## config.mk

```make
export PLATFORM = sky130hd
export DESIGN_NAME = alu32
export DESIGN_NICKNAME = d
export VERILOG_FILES = /design/src/rtl/alu32.sv
export SDC_FILE = /design/constraint.sdc
export NUM_CORES = 1
export LEC_CHECK = 0
export ABC_AREA = 1
export CORE_MARGIN = 3
export CORE_UTILIZATION = 50
export CTS_CLUSTER_SIZE = 30
export DETAILED_ROUTE_END_ITERATION = 7
export PLACE_DENSITY_LB_ADDON = 0.25
export SLEW_MARGIN = 5
export SYNTH_ARGS = -nofsm -noshare
export SYNTH_HDL_FRONTEND = slang
export SYNTH_SLANG_ARGS = --single-unit
```

## constraint.sdc

```tcl
create_clock -name clk -period 1.52 [get_ports clk]
set_input_delay 0.152 -clock clk [delete_from_list [all_inputs] [get_ports clk]]
set_output_delay 0.152 -clock clk [all_outputs]
set_load 0.005 [all_outputs]
```

## src/rtl/alu32.sv

```systemverilog
// alu32: registered integer ALU for the single-cycle MIPS datapath.
// Each rising clk edge samples a, b and op. The selected function is computed
// combinationally, and the result, zero flag and signed-overflow flag are
// registered together, so outputs reflect the operands of the previous edge.
module alu32 #(
  parameter int WIDTH = 32
) (
  input  logic             clk,
  input  logic             rst_n,
  input  logic [WIDTH-1:0] a,
  input  logic [WIDTH-1:0] b,
  input  logic [2:0]       op,
  output logic [WIDTH-1:0] result,
  output logic             zero,
  output logic             overflow
);

  typedef enum logic [2:0] {
    OP_ADD = 3'b000,
    OP_SUB = 3'b001,
    OP_INC = 3'b010,
    OP_DEC = 3'b011,
    OP_NOT = 3'b100,
    OP_XOR = 3'b101,
    OP_AND = 3'b110,
    OP_OR  = 3'b111
  } op_e;

  localparam int               MSB     = WIDTH - 1;
  localparam logic [WIDTH-1:0] ONE     = {{(WIDTH-1){1'b0}}, 1'b1};
  localparam logic [WIDTH-1:0] MAX_POS = {1'b0, {(WIDTH-1){1'b1}}};
  localparam logic [WIDTH-1:0] MIN_NEG = {1'b1, {(WIDTH-1){1'b0}}};

  logic [WIDTH-1:0] w_sum;
  logic [WIDTH-1:0] w_diff;
  logic [WIDTH-1:0] w_result;
  logic             w_overflow;
  op_e              w_op;

  logic [WIDTH-1:0] r_result;
  logic             r_zero;
  logic             r_overflow;

  // Shared adder/subtractor outputs; carry-out is dropped so results wrap.
  assign w_sum  = a + b;
  assign w_diff = a - b;
  assign w_op   = op_e'(op);

  // Next-state result and signed-overflow selection by opcode.
  always_comb begin
    // NOTE: defaults assigned before the case keep this block free of inferred latches.
    w_result   = '0;
    w_overflow = 1'b0;
    unique case (w_op)
      OP_ADD: begin
        w_result   = w_sum;
        w_overflow = (a[MSB] == b[MSB]) && (w_sum[MSB] != a[MSB]);
      end
      OP_SUB: begin
        w_result   = w_diff;
        w_overflow = (a[MSB] != b[MSB]) && (w_diff[MSB] != a[MSB]);
      end
      OP_INC: begin
        // Only the largest positive value overflows when incremented.
        w_result   = b + ONE;
        w_overflow = (b == MAX_POS);
      end
      OP_DEC: begin
        // Only the most negative value overflows when decremented.
        w_result   = b - ONE;
        w_overflow = (b == MIN_NEG);
      end
      OP_NOT: w_result = ~a;
      OP_XOR: w_result = a ^ b;
      OP_AND: w_result = a & b;
      OP_OR:  w_result = a | b;
    endcase
  end

  // Output registers; zero is derived from the same-cycle result, not the stale one.
  always_ff @(posedge clk or negedge rst_n) begin
    if (!rst_n) begin
      // NOTE: non-blocking assignments model the flops so every register samples pre-edge values.
      r_result   <= '0;
      r_zero     <= 1'b1;
      r_overflow <= 1'b0;
    end else begin
      r_result   <= w_result;
      r_zero     <= (w_result == '0);
      r_overflow <= w_overflow;
    end
  end

  assign result   = r_result;
  assign zero     = r_zero;
  assign overflow = r_overflow;

endmodule

```

==> results of run 1 <==
cell usage after synthesis (3+ instances only):
| cell type | n | area share |
|---|---|---|
| nand2_2 | 25 | 0.017 |
| a221oi_1 | 15 | 0.015 |
| a21oi_2 | 7 | 0.0068 |
| inv_2 | 21 | 0.0088 |
| nand2_4 | 4 | 0.0050 |
| nand3_2 | 4 | 0.0044 |
| nor2_4 | 6 | 0.0075 |
| nand3b_1 | 8 | 0.0067 |
| xor2_1 | 16 | 0.016 |
| a41oi_1 | 22 | 0.021 |
| o221ai_1 | 10 | 0.0097 |
| buf_6 | 6 | 0.0075 |
| nand4_1 | 21 | 0.015 |
| a21boi_0 | 3 | 0.0025 |
| nor3_1 | 20 | 0.011 |
| or2_2 | 6 | 0.0042 |
| a31oi_1 | 5 | 0.0035 |
| clkbuf_1 | 13 | 0.0054 |
| o21a_1 | 5 | 0.0042 |
| a21oi_1 | 114 | 0.063 |
| nor2_2 | 6 | 0.0042 |
| nor2_1 | 157 | 0.065 |
| ha_1 | 97 | 0.13 |
| a21o_1 | 5 | 0.0042 |
| o22ai_1 | 16 | 0.011 |
| xor2_2 | 4 | 0.0072 |
| dfrtp_1 | 33 | 0.092 |
| nor3_2 | 6 | 0.0067 |
| o21ai_0 | 80 | 0.044 |
| inv_1 | 232 | 0.097 |
| o21bai_1 | 3 | 0.0025 |
| nand2_1 | 392 | 0.16 |
| buf_1 | 7 | 0.0029 |
| o211ai_1 | 5 | 0.0042 |
| buf_2 | 19 | 0.011 |
| nand3_1 | 131 | 0.073 |
| o2111ai_1 | 4 | 0.0039 |
metrics by stage:
step	worst slack (ns)	setup TNS [ns]
floorplan	-0.6169	-7.666
global placement	-1.661	-39.38
detailed placement	-1.741	-41.17
CTS	-0.8672	-13.98
logic make-up after synthesis:
| kind of cell | share of synthesized area |
|---|---|
| flops | 0.09464 |
| compound gates | 0.2060 |
| buf+inv | 0.1384 |
| simple gates | 0.3919 |
| fa+ha+maj | 0.1392 |
| xor+xnor | 0.02988 |
what timing repair did:
action	CTS
resized for setup	617
pin swaps	191
hold buffers	0
buffers inserted	79
endpoints found under the setup margin	34
gates cloned	2
==> flow_summary.toml, run 1 <==
[run_status]
status = "did not finish"
haltStage = "global routing"
stop_error = "[ERROR DPL-0038] Utilization greater than 100%, impossible to legalize"

[yosys]
yosys.cell_types.count = 62
syn_inst = 1559
synth_warnings = 0
syn_avg_cell_area_um2 = 5.775
synth_nets = 1727
ys_seq_elements = 34
synth_edf_count = 0
ys_seq_area_frac = 0.09464
synth.cell_area_um2 = 9004
synth_flop_cell = "dfrtp_1"
async_flop_share = 1.000

[clocking]
clock_path_buffers = 2
cts_root_buf = "clkbuf_16"
cts_buffers = 5
cts_sinks = 34
htree_levels = 2

[place]
place_area_um2 = 14030
placed_cells = 2292
gp_congestion = 1.070
dp_hpwl_um = 34710
io_buffers = 102

[die]
placementRows = 48
start_util = 0.5152
fp.dieH_um = 140.2
fp.dieW_um = 140.2
io_pins = 103

[timing]
postGrtWorstEndpoint = "zero$_DFF_PN1_/D"
worstEndpointType = "register input"

[global_routing]
grt_max_degree = 35
==> inputs of run 2 (changes only) <==
CORE_UTILIZATION = 35   (was 50)
CTS_CLUSTER_SIZE = not set   (was 30)
PLACE_DENSITY_LB_ADDON = 0.15   (was 0.25)
==> run 2 against run 1 <==
Compared with the run above: the flow now finishes, with violations (design-rule violations, negative setup slack); synthesized cell count unchanged; area after synthesis unchanged.
==> flow_summary.toml, run 2 <==
[run_status]
status = "finished, violations left"
failed_checks = "design-rule violations, negative setup slack"

[worst_setup_path]
crit_path_start_kind = "input port"
arrival_ns = 2.62
crit_path_end_kind = "flip-flop"
critPathKind = "in2reg"
cp_max_fo = 3
required_ns = 1.73

[yosys]
yosys.cell_types.count = 62
syn_inst = 1559
synth_edf_count = 0
synth_nets = 1727
ys_seq_area_frac = 0.09464
ys_seq_elements = 34
synth_flop_cell = "dfrtp_1"
async_flop_share = 1.000
synth_top_area_cell = "nand2_1"
synth.cell_area_um2 = 9004
syn_avg_cell_area_um2 = 5.775
ys_top_cells_by_area = "nand2_1 (16%), ha_1 (13%), inv_1 (9.7%)"
yosysTopAreaCellShare = 0.1634
synth_commonest_cells = "nand2_1 (392), inv_1 (232), nor2_1 (157)"
yosysMostFrequentCell = "nand2_1"
synth_warnings = 0

[layout]
layout-drive-gt1-share = 0.5746
layout_common_cells = "buf_4 (525), nand2_1 (274), inv_1 (118)"
layout_commonest_cell = "buf_4"
largest_reg_flops = 32
nFillCells = 2056
stdcell_count = 2556
diodes = 0
nets = 2393
area_growth_pct = 98.46

[timing]
tightest_slew_ns = 0.7366
rsz0062_at_grt = "true"
hold_violations = 0
timing.final.ws_setup_ns = -0.8902
period_share = 1.586
fmax_mhz = 414.9
min_period_ns = 2.410
slew-limit-headroom = 0.5089
setup-tns-final_ns = -15.71
final-setup-viol-count = 33
finalMaxSlewViolations = 0

[route]
detail_route.wl_per_cell_um = 19.04
drt_wl_total_um = 48660
dr.pass1.iters = 8
drt-initial-drc-count = 1417
vias_per_cell = 5.388
final_antenna_net_count = 0
num_vias = 13770
drt_drc_violations_left = 1

[run]
maxCapViolCount = 0

[die]
fp.coreArea_um2 = 25250
die_area_um2 = 27690
start_util = 0.3565
fp.dieH_um = 166.4
fp.dieW_um = 166.4
io_pins = 103
placementRows = 58

[global_routing]
grt-ovfl-total = 0
antenna_found_initial = 1
grt_pass1_wl_um = 72340
grt_usage = 0.3276
grt_pass1_vias = 13200
grt_max_degree = 35

[pwr]
leakage_nw = 8.612
total_power_w = 0.008983
p_per_area_nw_per_um2 = 502.7
peakVddDrop_mv = 0.7252

[clocking]
clock_path_buffers = 2
cts_buffers = 5
clk_pin_slew_ns = 0.05
htree_levels = 2
cts_tree = "yes"
cts_root_buf = "clkbuf_16"
cts_sinks = 34

[place]
io_buffers = 102
placed_cells = 2423
dp_hpwl_um = 37200
gp_congestion = 1.032

[worst_hold_path]
worstHoldPathCells = 5
hold_class = "in2reg"
-- run 2: cell counts after synthesis --
No cell type changed its count.
-- run 2: cells by family after synthesis --
family	after synthesis	share of synthesized area
xor gates and xnor gates	23	0.02988
and+or+nand+nor	795	0.3919
buffers and inverters	303	0.1384
DFF	34	0.09464
AOI/OAI and AO/OA	305	0.2060
adders and majority gates	99	0.1392
-- run 2: layout make-up --
class / count / area [µm²] / share of cell area
clock buffer: 7 / 142.6 / 0.007983
clock inverter: 1 / 5.005 / 0.0002801
inverter: 254 / 1051 / 0.05882
multi-input combinational: 1222 / 9407 / 0.5264
sequential: 34 / 852.1 / 0.04769
tap: 330 / 412.9 / 0.02311
timing repair buffer: 708 / 5998 / 0.3357
-- run 2: per-layer routing --
layer / vias to the layer above / share of wire / global-route usage / routed length, µm
met5: - / 0.00027 / 0 / 13
met4: 2 / 0.024 / 0.07712 / 1188
met3: 102 / 0.11 / 0.06332 / 5145
met2: 700 / 0.44 / 0.5110 / 21440
met1: 6499 / 0.43 / 0.4679 / 20880
li1: 6469 / - / - / -
-- run 2: what timing repair did --
| action | in CTS | in global routing |
|---|---|---|
| endpoints found under the hold margin | 33 | 0 |
| hold buffers | 1 | 0 |
| setup buffers | 108 | 29 |
| cloned | 4 | 0 |
| gates resized for setup | 745 | 151 |
| endpoints found under the setup margin | 34 | 34 |
| pin swaps | 223 | 112 |
-- run 2: where the power goes --
group	switching [W]	internal, W
logic	0.00362	0.00329
clock network	0.000348	0.000648
registers	0.0000334	0.00104
-- run 2: metrics by stage --
step	cell area, µm²	hold WS, ns	utilization	setup WS [ns]
final	17870	0.3896	0.7075	-0.8902
after floorplan	9564	-0.1436	-	-0.6169
after CTS	17160	0.3655	0.6795	-0.8229
after detailed placement	14330	0.2592	0.5673	-1.819
after global routing	17870	0.4023	0.7075	-1.032
after global placement	14330	0.2467	0.5673	-1.789
-- run 2: worst paths after layout --
path | from | endpoint | slack, ns
min in group asynchronous | rst_n | result[0] | 0.47
min | op[2] | overflow | 0.39
max in group asynchronous | rst_n | result[29] | 0.57
max | a[0] | zero | -0.89
-- run 2: critical path: stages --
cell and delay (ns):
buf_8 0.10, inv_6 0.05, ha_4 0.13, inv_4 0.04, fa_2 0.40, nand2_2 0.09, nand2_2 0.06, nand2_4 0.07
inv_4 0.05, nand2_4 0.06, nand2_4 0.06, buf_6 0.12, a21oi_4 0.14, nand2_1 0.06, nand2_1 0.06, nor2_1 0.05
nor2_1 0.09, nand2_1 0.09, nand2_2 0.11, nand3_2 0.09, nor2_4 0.17, nand3_2 0.08, nor2_1 0.09, nand3_1 0.09
nor2_1 0.12
(Power assumes the default switching activity.)
==> inputs of run 3 (changes only) <==
ABC_CLOCK_PERIOD_IN_PS = 1520   (was not set)
CTS_BUF_LIST = sky130_fd_sc_hd__clkbuf_8   (was not set)
SETUP_SLACK_MARGIN = 0.3   (was not set)
==> run 3 against run 2 <==
Compared with the run above: global-route usage increased by 1.7 points; the run ends with negative setup slack left; total power increased by 0.50%; sequential cell count unchanged; largest cell class unchanged; setup slack got worse by 0.011 ns; design area increased by 4.4%; combinational power increased by 5.4%.
==> flow_summary.toml, run 3 (same netlist as run 2, synthesis figures left out) <==
[pwr]
peakVddDrop_mv = 0.5592
comb_power_share = 0.807
seq_power_share = 0.119
netSwitchingPower_w = 0.004171
leakage_nw = 9.011
clock_power_share = 0.075
p_per_area_nw_per_um2 = 484.2
internal_power_w = 0.004857
swShare = 0.4620

[die]
fp.dieH_um = 166.4
die_area_um2 = 27690
io_pins = 103
start_util = 0.3565
fp.dieW_um = 166.4
placementRows = 58
fp.coreArea_um2 = 25250

[place]
io_buffers = 102
placed_cells = 2444
gp_congestion = 1.006
dp_hpwl_um = 39610
place_area_um2 = 14540

[layout]
final_design_area_no_fill_um2 = 18650
layout_commonest_cell = "buf_4"
largest_reg_flops = 32
seqCellArea_um2 = 852.1
diodes = 0
nFillCells = 2090
stdcell_count = 2587
multiInputGateArea_um2 = 9877
layout_common_cells = "buf_4 (520), nand2_1 (251), inv_2 (118)"
nets = 2424
layout-drive-gt1-share = 0.6083
area_growth_pct = 107.1

[route]
vias_per_cell = 5.319
detail_route.wl_per_cell_um = 19.64
num_vias = 13760
drt-initial-drc-count = 1179
dr.pass1.iters = 5
drt_drc_violations_left = 0
drt_wl_total_um = 50820
final_antenna_net_count = 0

[timing]
hold_violations = 0
final-setup-viol-count = 33
fmax_mhz = 413.0
setup-tns-final_ns = -15.72
slew-limit-headroom = 0.5158
period_share = 1.593
min_period_ns = 2.421
rsz0062_at_grt = "true"
finalMaxSlewViolations = 0
tightest_slew_ns = 0.7264
timing.final.ws_setup_ns = -0.9014

[clocking]
cts_sinks = 34
htree_levels = 2
cts_tree = "yes"
cts_root_buf = "clkbuf_8"
cts_buffers = 5
clock_path_buffers = 2
clk_pin_slew_ns = 0.07

[run]
maxCapViolCount = 0

[global_routing]
grt_usage = 0.3446
grt_max_degree = 35
grt_pass1_vias = 13370
grt-ovfl-total = 0
grt_pass1_wl_um = 75360
antenna_found_initial = 0

[worst_setup_path]
required_ns = 1.75
arrival_ns = 2.65
crit_path_end_kind = "flip-flop"
critPathKind = "in2reg"
slowest_delay_ns = 0.45
crit_path_frequent_cell = "nor2_1"
crit_slowest_cell = "fa_2"
path_delay_family = "simple AND/OR/NAND/NOR gates"
crit_path_start_kind = "input port"
cp_num_buf_inv = 3
critical_path.cell_chain = "buf_8 -> buf_6 -> ha_4 -> inv_4 -> fa_2 -> a22oi_2 -> o211ai_1 -> nor2_1 -> nand2_1 -> nor2_1 -> nand2_1 -> nor2_1 -> nand2_1 -> nor2_4 -> nand3_2 -> nor2_2 -> nand3_2 -> nor2_1"
cp_max_fo = 3

[worst_hold_path]
hold_class = "in2reg"

[run_status]
status = "finished, violations left"
failed_checks = "negative setup slack"
==> run 3: path summary, 6_finish.rpt <==
check                      start         end  slack (ns)  cells after the start
max in group asynchronous  rst_n  result[29]        0.59                      2
hold / removal             op[2]    overflow        0.43                      6
min in group asynchronous  rst_n   result[2]        0.44                      2
setup / recovery            b[0]        zero       -0.90                     18
==> run 3: per-stage QoR <==
step                      hold slack (ns)    util  power [W]  worst slack (ns)
after global routing               0.4538  0.7384   0.009534            -1.042
after CTS                          0.4184  0.6998   0.008357           -0.8844
after floorplan                   -0.1436       -   0.003452           -0.6166
final                              0.4272  0.7384   0.009028           -0.9014
after global placement             0.2432  0.5756   0.006326            -1.955
after detailed placement           0.2495  0.5756   0.006360            -1.935
==> run 3: power by group through the flow <==
stage          Sequential, W  Clock [W]  Combinational, W
6_report             0.00107   0.000675           0.00728
5_1_grt              0.00109   0.000729           0.00772
4_1_cts              0.00108   0.000692           0.00659
3_5_place_dp         0.00110          0           0.00526
3_3_place_gp         0.00109          0           0.00523
2_1_floorplan        0.00112          0           0.00234
==> run 3: what timing repair did <==
action,in CTS,in global routing
setup buffers,105,22
hold buffers,1,0
gates cloned,4,3
endpoints found under the hold margin,33,0
pin swaps,234,123
setup endpoints to repair,68,35
resized for setup,877,203
==> run 3: worst min-delay path, cell delays in order <==
cell	delay, ns
buf_8	0.09
inv_8	0.04
buf_12	0.13
o21ai_1	0.09
buf_4	0.15
inv_2	0.03
==> run 3: per-layer routing <==
| layer | vias up | global-route usage | part of all wire |
|---|---|---|---|
| li1 | 6536 | - | - |
| met1 | 6595 | 0.5083 | 0.45 |
| met2 | 551 | 0.5282 | 0.43 |
| met3 | 79 | 0.05594 | 0.093 |
| met4 | 0 | 0.07604 | 0.028 |
| met5 | - | 0 | 0 |
==> run 3: cell type report <==
class                   instances  area share
clock buffers                   6    0.004429
inverters                     254     0.05636
flip-flops and latches         34     0.04570
repair buffers                737      0.3412
clock inverters                 2   0.0004697
multi-input cells            1224      0.5297
well taps                     330     0.02214
==> inputs of run 4 (changes only) <==
--- a/config.mk
+++ b/config.mk
@@ -8,4 +8,6 @@
 export ABC_AREA = 1
 export ABC_CLOCK_PERIOD_IN_PS = 1520
+export CELL_PAD_IN_SITES_DETAIL_PLACEMENT = 0
+export CELL_PAD_IN_SITES_GLOBAL_PLACEMENT = 1
 export CORE_MARGIN = 3
 export CORE_UTILIZATION = 35
==> constraint.sdc (replaced) <==
create_clock -name clk -period 1.52 [get_ports clk]
set_input_delay 0.228 -clock clk [delete_from_list [all_inputs] [get_ports clk]]
set_output_delay 0.228 -clock clk [all_outputs]
set_load 0.005 [all_outputs]
==> run 4 against run 3 <==
Compared with the run above: the flow still finishes with violations (negative setup slack); clock power up 14%; final cell count down 0.81%; via count up 1.5%; sequential cell count unchanged; sequential share of layout area up 0.13 points; design area down 2.8%; combinational power down 2.9%; non-clock buffer count down 17; fmax down 1.7%; global-route usage up 0.53 points.
==> flow_summary.toml, run 4 (same netlist as run 2, synthesis figures left out) <==
[route]
drt-initial-drc-count = 1239
detail_route.wl_per_cell_um = 20.48
final_antenna_net_count = 0
drt_wl_total_um = 52540
drt_drc_violations_left = 0
vias_per_cell = 5.443
dr.pass1.iters = 8
num_vias = 13970

[timing]
setup-tns-final_ns = -17.04
tightest_slew_ns = 0.5328
finalMaxSlewViolations = 0
min_period_ns = 2.462
rsz0062_at_grt = "true"
fmax_mhz = 406.1
timing.final.ws_setup_ns = -0.9423
period_share = 1.620
final-setup-viol-count = 31
hold_violations = 0
slew-limit-headroom = 0.6448

[clocking]
cts_root_buf = "clkbuf_8"
cts_tree = "yes"
clk_pin_slew_ns = 0.09
cts_sinks = 34
htree_levels = 2
cts_buffers = 5
clock_path_buffers = 2

[global_routing]
grt_pass1_vias = 13440
grt_usage = 0.3499
grt_pass1_wl_um = 76130
antenna_found_initial = 0
grt_max_degree = 26
grt-ovfl-total = 0

[worst_setup_path]
cp_max_fo = 5
crit_slowest_cell = "ha_4"
crit_path_start_kind = "input port"
crit_path_end_kind = "flip-flop"
arrival_ns = 2.70
crit_path_frequent_cell = "nand3_1"
slowest_delay_ns = 0.32
required_ns = 1.76
critPathKind = "in2reg"
critical_path.cell_chain = "clkdlybuf4s15_2 -> inv_2 -> ha_4 -> buf_4 -> nor2_4 -> inv_2 -> nor2_1 -> a21oi_2 -> nand2_8 -> nand4_1 -> nand3_1 -> nand3_1 -> nand2_1 -> inv_1 -> nand2_2 -> nor2_4 -> nand2_2 -> nor2_2 -> nand3_1 -> nor2_1"
crit_path_start = "a[11]"
endpoint = "zero"

[place]
dp_hpwl_um = 40220
gp_congestion = 1.031
io_buffers = 102

[layout]
diodes = 0
largest_reg_flops = 32
nets = 2405
area_growth_pct = 101.4
post-route-util = 0.7179
layout-drive-gt1-share = 0.5944
layout_commonest_cell = "buf_4"
layout_common_cells = "buf_4 (502), nand2_1 (262), nand2_2 (116)"

[run]
maxCapViolCount = 0

[pwr]
internal_power_w = 0.004729
clock_power_share = 0.086
seq_power_share = 0.120
p_per_area_nw_per_um2 = 491.6
peakVddDrop_mv = 0.3787
comb_power_share = 0.794
swShare = 0.4694
total_power_w = 0.008913
netSwitchingPower_w = 0.004184
leakage_nw = 8.849

[die]
placementRows = 58
fp.coreArea_um2 = 25250
start_util = 0.3565
fp.dieH_um = 166.4
io_pins = 103
die_area_um2 = 27690
fp.dieW_um = 166.4

[worst_hold_path]
hold_class = "in2async"

[run_status]
status = "finished, violations left"
failed_checks = "negative setup slack"
==> run 4: cell count changes in the layout (fill, tap and decap cells not counted), sizes merged <==
cell           change
clkbuf             +4
clkdlybuf4s15     -17
inv                -1
nand3              -2
dlygate4sd2       +10
buf               -14
clkinv             -1
==> run 4: worst min-delay path by stage <==
stage | cells past startpoint | to | slack, ns
5_1_grt | 2 | result[22] | 0.46
4_1_cts | 2 | result[22] | 0.42
2_1_floorplan | 0 | overflow | -0.07
6_report | 2 | result[22] | 0.43
3_3_place_gp | 1 | result[6] | 0.21
3_5_place_dp | 1 | result[6] | 0.22
==> run 4: per-layer routing <==
metal / track usage / wire (µm) / vias to the layer above
li1: - / - / 6504
met1: 0.4971 / 22880 / 6659
met2: 0.5685 / 23390 / 671
met3: 0.03880 / 4455 / 133
met4: 0.08537 / 1817 / 0
met5: 0 / 0 / -
==> run 4: worst max-delay path: cells and delay by family <==
family          cells  cell delay [ns]
simple gates       13             1.25
compound gates      1             0.31
fa+ha+maj           1             0.32
buf+inv             5             0.59
==> run 4: per-stage QoR <==
step / hold WS [ns] / cells / instance area, µm² / setup slack (ns)
floorplan: -0.06759 / 1559 / 9579 / -0.6926
global placement: 0.2146 / 2420 / 14380 / -2.073
detailed placement: 0.2242 / 2420 / 14380 / -1.976
CTS: 0.4228 / 2532 / 16990 / -0.8290
global route: 0.4646 / 2566 / 18130 / -1.165
finish: 0.4311 / 2566 / 18130 / -0.9423
==> run 4: final cells by class <==
cell class / count / area, µm²
multi-input combinational: 1222 / 9535
fill: 2136 / 7123
timing repair buffer: 720 / 6192
inverter: 254 / 1056
sequential: 34 / 852.1
tap: 330 / 412.9
clock buffer: 6 / 82.58
==> run 4: repair_timing <==
action / CTS / global route
pin swaps: 222 / 135
setup endpoints to repair: 68 / 34
hold buffers: 1 / 0
buffers inserted: 101 / 34
endpoints found under the hold margin: 18 / 0
cloned: 4 / 0
gates resized for setup: 743 / 265
==> run 4: power by group through the flow <==
stage / registers [W] / clock network, W / logic, W
after floorplan: 0.00112 / 0 / 0.00234
after global placement: 0.00109 / 0 / 0.00522
after detailed placement: 0.00110 / 0 / 0.00525
after CTS: 0.00107 / 0.000778 / 0.00629
after global routing: 0.00109 / 0.000793 / 0.00748
final: 0.00107 / 0.000769 / 0.00707
